### src/rtl/pipeline_add_elastic.sv
// pipeline_add_elastic
//   Elastic adder pipeline: operand1 + operand2 (WIDTH+1-bit add, carry kept) is
//   captured in stage 0 and carried through STAGES registers, each with its own
//   valid bit. Valid/ready handshake on both sides, backpressure with bubble
//   collapsing, synchronous flush, registered occupancy count.
//
//   Optional feature macro: PIPE_ADD_SUB_EN
//     defined   -> extra input `sub`; sub=1 computes operand1 - operand2 as
//                  operand1 + ~operand2 + 1 (carry_out=1 means no borrow)
//     undefined -> add-only, no `sub` port
//
// Ports
//   clk        in   clock, rising edge
//   rst        in   asynchronous active-high reset
//   flush      in   synchronous discard of all in-flight ops
//   in_valid   in   operand pair valid
//   in_ready   out  pipeline can accept this cycle (combinational from out_ready)
//   operand1   in   WIDTH  first operand
//   operand2   in   WIDTH  second operand
//   sub        in   subtract select (PIPE_ADD_SUB_EN only)
//   out_valid  out  result/carry_out valid
//   out_ready  in   consumer accepts result
//   result     out  WIDTH  sum mod 2^WIDTH
//   carry_out  out  carry out of bit WIDTH-1
//   occupancy  out  number of valid stages

module pipeline_add_elastic #(
   parameter int WIDTH  = 32,
   parameter int STAGES = 5
) (
   input  logic                        clk,
   input  logic                        rst,
   input  logic                        flush,
   input  logic                        in_valid,
   output logic                        in_ready,
   input  logic [WIDTH-1:0]            operand1,
   input  logic [WIDTH-1:0]            operand2,
`ifdef PIPE_ADD_SUB_EN
   input  logic                        sub,
`endif
   output logic                        out_valid,
   input  logic                        out_ready,
   output logic [WIDTH-1:0]            result,
   output logic                        carry_out,
   output logic [$clog2(STAGES+1)-1:0] occupancy
);

   localparam int LAST  = STAGES - 1;
   localparam int OCC_W = $clog2(STAGES + 1);

   logic [STAGES-1:0] v_q;
   logic [STAGES-1:0] v_d;
   logic [WIDTH:0]    data_q [STAGES];
   logic [WIDTH:0]    data_d [STAGES];
   logic [OCC_W-1:0]  occupancy_q;
   logic [OCC_W-1:0]  occupancy_d;

   logic [STAGES-1:0] adv;
   logic              accept;
   logic              pop;
   logic [WIDTH:0]    sum;

   // Advance chain, evaluated from the output back towards stage 0. A stage
   // advances when it holds data and the stage below it is empty or advancing
   // itself, which is what lets bubbles collapse under backpressure.
   always_comb begin : adv_chain
      logic room;
      logic go;
      adv  = '0;
      room = out_ready;
      for (int i = LAST; i >= 0; i--) begin
         go     = v_q[i] && room;
         adv[i] = go;
         room   = !v_q[i] || go;
      end
   end

   always_comb begin : add_stage
`ifdef PIPE_ADD_SUB_EN
      sum = {1'b0, operand1} + {1'b0, (sub ? ~operand2 : operand2)}
            + {{WIDTH{1'b0}}, sub};
`else
      sum = {1'b0, operand1} + {1'b0, operand2};
`endif
   end

   // in_ready is held low during reset even though the valid bits already read 0.
   assign in_ready = !rst && !flush && (!v_q[0] || adv[0]);
   assign accept   = in_valid && in_ready;
   assign pop      = v_q[LAST] && out_ready;

   always_comb begin : next_state
      v_d = v_q;
      for (int i = 0; i < STAGES; i++) begin
         data_d[i] = data_q[i];
      end

      if (accept) begin
         v_d[0]    = 1'b1;
         data_d[0] = sum;
      end else if (adv[0]) begin
         v_d[0] = 1'b0;
      end

      // Stage i loads exactly when stage i-1 advances.
      for (int i = 1; i < STAGES; i++) begin
         if (adv[i-1]) begin
            v_d[i]    = 1'b1;
            data_d[i] = data_q[i-1];
         end else if (adv[i]) begin
            v_d[i] = 1'b0;
         end
      end

      // Flush only drops the valid bits; stale data is never observed.
      if (flush) begin
         v_d = '0;
      end
   end

   always_comb begin : occ_next
      if (flush) begin
         occupancy_d = '0;
      end else begin
         occupancy_d = occupancy_q + OCC_W'(accept) - OCC_W'(pop);
      end
   end

   always_ff @(posedge clk or posedge rst) begin
      if (rst) begin
         v_q         <= '0;
         occupancy_q <= '0;
         for (int i = 0; i < STAGES; i++) begin
            data_q[i] <= '0;
         end
      end else begin
         v_q         <= v_d;
         occupancy_q <= occupancy_d;
         for (int i = 0; i < STAGES; i++) begin
            data_q[i] <= data_d[i];
         end
      end
   end

   assign out_valid = v_q[LAST];
   assign result    = data_q[LAST][WIDTH-1:0];
   assign carry_out = data_q[LAST][WIDTH];
   assign occupancy = occupancy_q;

endmodule

### config.mk
export PLATFORM = sky130hd
export DESIGN_NAME = pipeline_add_elastic
export DESIGN_NICKNAME = d
export VERILOG_FILES = /design/src/rtl/pipeline_add_elastic.sv
export SDC_FILE = /design/constraint.sdc
export NUM_CORES = 1
export LEC_CHECK = 0
export BUFFER_PORTS_ARGS = -buffer_cell sky130_fd_sc_hd__buf_2
export CORE_ASPECT_RATIO = 0.9
export CORE_MARGIN = 2
export CORE_UTILIZATION = 30
export CTS_CLUSTER_SIZE = 24
export DETAILED_ROUTE_END_ITERATION = 8
export PLACE_DENSITY = 0.59
export SLEW_MARGIN = 15
export SYNTH_ARGS = -nofsm -noshare
export SYNTH_HDL_FRONTEND = slang
export SYNTH_SLANG_ARGS = --single-unit
export TNS_END_PERCENT = 5
### constraint.sdc
create_clock -name clk -period 11 [get_ports clk]
set_input_delay 1.1 -clock clk [delete_from_list [all_inputs] [get_ports clk]]
set_output_delay 1.1 -clock clk [all_outputs]
set_load 0.02 [all_outputs]
==> metrics.txt <==
Critical Path AT 3610 ps; worst r2r src v_q[4]$_DFFE_PP0P_; largest area contributor in the netlist dfrtp_1; first-pass GRT wire length 27.8 mm; port bufs 106; Syn Std Cell Area 8310 um^2; reg2reg end occupancy[2]$_DFF_PP0_; fraction of registers with async set/reset 1.00; #FFs+latches synth 173; IO Pins 107; Pleak around 4.6 nW; Final Hold Fails 0; Routed WL 17.2 mm; worst path required time 11,310 ps; worst slack, placed 7230 ps; Clock Tree Buf Depth 2; Rel. slew slack 0.341; Cell variety after synth 53; Final Setup Violations 0; die span in y 162 um; HP Class register to register; crit path kind primary input to register; WL met2 7.65 mm; Iteration-0 DRC Markers 268; power per cell area 191 nW/um^2; setup tns final 0 ps; gr usage total 0.122; Worst-Skew Late Latency 420 ps; final worst path period need 3300 ps; status finished, final reports clean; dpl hpwl roughly 12 mm; Mapped Nets about 800; Crit. End Element register; Worst setup SP type primary input; RSZ-0062 raised after global routing no; wire length on met1 8.75 mm; CTS tree built; share of layout cells above drive strength 1 0.361; Peak supply drop ~0.10 mV; CTS clock-pin slew for the worst setup and hold paths around 60 ps; Num CTS Buffers 17; postcts setup bufs 0; Clock Tree Root clkbuf_16; DR WL/cell 15.2 um; Final Max Slew Viols 0; R2R cell count 13; hold-fix buffer count after cts 0; synthesized instance count 697; crit path from out_ready; DRT antenna net count 0; Reg2Reg Setup Slack 7990 ps; maximum fanout along the worst path 13; Worst Setup EP occupancy[2]$_DFF_PP0_; placed cell area between 8000 and 9000 um^2; final instance area about 9500 um^2; Final #Nets 868; Synth warnings 0; routability cong. 0.788; Post-synth top flop dfrtp_1; Setup WS post-layout 7700 ps; initial antenna violation count 0; # diodes 0; Power Total roughly 1.8 mW; Initial DRT Pass Iterations 6; CORE AREA between 20,000 and 30,000 um^2; Die X roughly 180 um; Tcrit/Tclk final 0.300; met3 WL 533 um; Clock Sinks between 150 and 200; Synth Area per Inst approximately 12 um^2; Post-synth EDFFs 0; sequential-to-total area share from yosys stat 0.521; uppermost layer routed met4; Least-Margin Pin Slew a little under 1000 ps; via count 5,228; vias in the first global route 5,102; Non-Filler Instances around 1,100; Highest Clock Rate 303 MHz; max_cap viols 0; Vias per Instance 4.63; largest net degree at the start of global routing 100; Fin Clk Skew 6.53 ps; Die Area 29,000 um^2; Synth top area share 0.521; DRC Markers 0; P&R area growth vs syn 14.7%; Starting Density 0.307; grt ovf 0; H-Tree Depth 4; Row Count 57; dominant cells by area after synthesis dfrtp_1, mux2_2, ha_1, buf_4, nand2_1; DP Cell Count 1,098; CTS resizes 0
==> where the power goes <==
group	switching (mW)	internal (mW)	leakage, nW
Combinational	0.155	0.183	2.14
Clock	0.246	0.330	0.266
Sequential	0.0898	0.816	2.25
==> synthesized netlist by cell type, drive strengths merged (12+ instances only) <==
cell type  count
dfrtp        173
mux2         132
nand2         54
o21ai         40
buf           39
a21oi         34
ha            34
nor2          28
clkbuf        24
inv           14
xnor2         12
xor2          12
==> layout make-up <==
type | instances | area [um^2]
inverter | 14 | 57.6
sequential | 173 | 4330
tap | 354 | 443
timing repair buffer | 110 | 561
clock inverter | 8 | 83.8
multi-input combinational | 447 | 3570
fill | 2739 | 17600
clock buffer | 23 | 478
==> state kept, by name, summed over array words and instances (netlist names) <==
name,flops
v_q,5
result,32
occupancy,3
data_q,132
carry_out,1
==> worst max-delay path, cell delays in order <==
cell	delay [ps]
buf_2	90
nor2b_1	50
and2_1	200
and3_4	200
a211oi_2	230
and2_1	540
inv_2	80
ha_1	300
inv_1	50
ha_1	130
inv_1	50
fa_1	370
xnor2_1	160
nor2_1	50
==> worst min-delay path by stage <==
stage | start | end | slack, ps | cells after the start
after global routing | data_q[154]$_DFFE_PP0P_ | data_q[154]$_DFFE_PP0P_ | 500 | 2
after global placement | data_q[157]$_DFFE_PP0P_ | data_q[157]$_DFFE_PP0P_ | 460 | 2
after floorplan | data_q[132]$_DFFE_PP0P_ | data_q[132]$_DFFE_PP0P_ | 440 | 2
after CTS | data_q[133]$_DFFE_PP0P_ | data_q[133]$_DFFE_PP0P_ | 480 | 2
after detailed placement | data_q[133]$_DFFE_PP0P_ | data_q[133]$_DFFE_PP0P_ | 470 | 2
final | data_q[136]$_DFFE_PP0P_ | data_q[136]$_DFFE_PP0P_ | 470 | 2
==> through the flow <==
| stage | hold WS, ps | util |
|---|---|---|
| 4_1_cts | 484 | 0.351 |
| 6_report | 474 | 0.351 |
| 3_5_place_dp | 467 | 0.331 |
| 3_3_place_gp | 463 | 0.331 |
| 5_1_grt | 504 | 0.351 |
| 2_1_floorplan | 442 | - |
==> layer usage <==
metal / vias up / track usage
met5: - / 0
met4: 0 / 0.0410
met3: 16 / 0.0244
met2: 102 / 0.182
met1: 2529 / 0.176
li1: 2581 / -
==> cells by family after synthesis <==
group                      after synthesis  synth area share
and+or+nand+nor                        134            0.0759
xor gates and xnor gates                24            0.0253
buffers and inverters                   77            0.0494
muxes                                  134             0.181
adders and majority gates               36            0.0560
AOI/OAI and AO/OA                      119            0.0908
DFF                                    173             0.521
==> cells in the final DEF, fill, tap and decap left out, drive strengths merged, types with 6 or more instances in the layout <==
| master | Yosys | final |
|---|---|---|
| a21o | 8 | 8 |
| a21oi | 34 | 34 |
| buf | 39 | 110 |
| clkbuf | 24 | 23 |
| dfrtp | 173 | 173 |
| ha | 34 | 34 |
| inv | 14 | 15 |
| mux2 | 132 | 132 |
| nand2 | 54 | 54 |
| nand3 | 8 | 8 |
| nand4 | 10 | 10 |
| nor2 | 28 | 28 |
| nor2b | 7 | 7 |
| nor3 | 6 | 6 |
| o21ai | 40 | 40 |
| o21bai | 6 | 6 |
| xnor2 | 12 | 12 |
| xor2 | 12 | 12 |
Power figures use the tool's default switching activity.
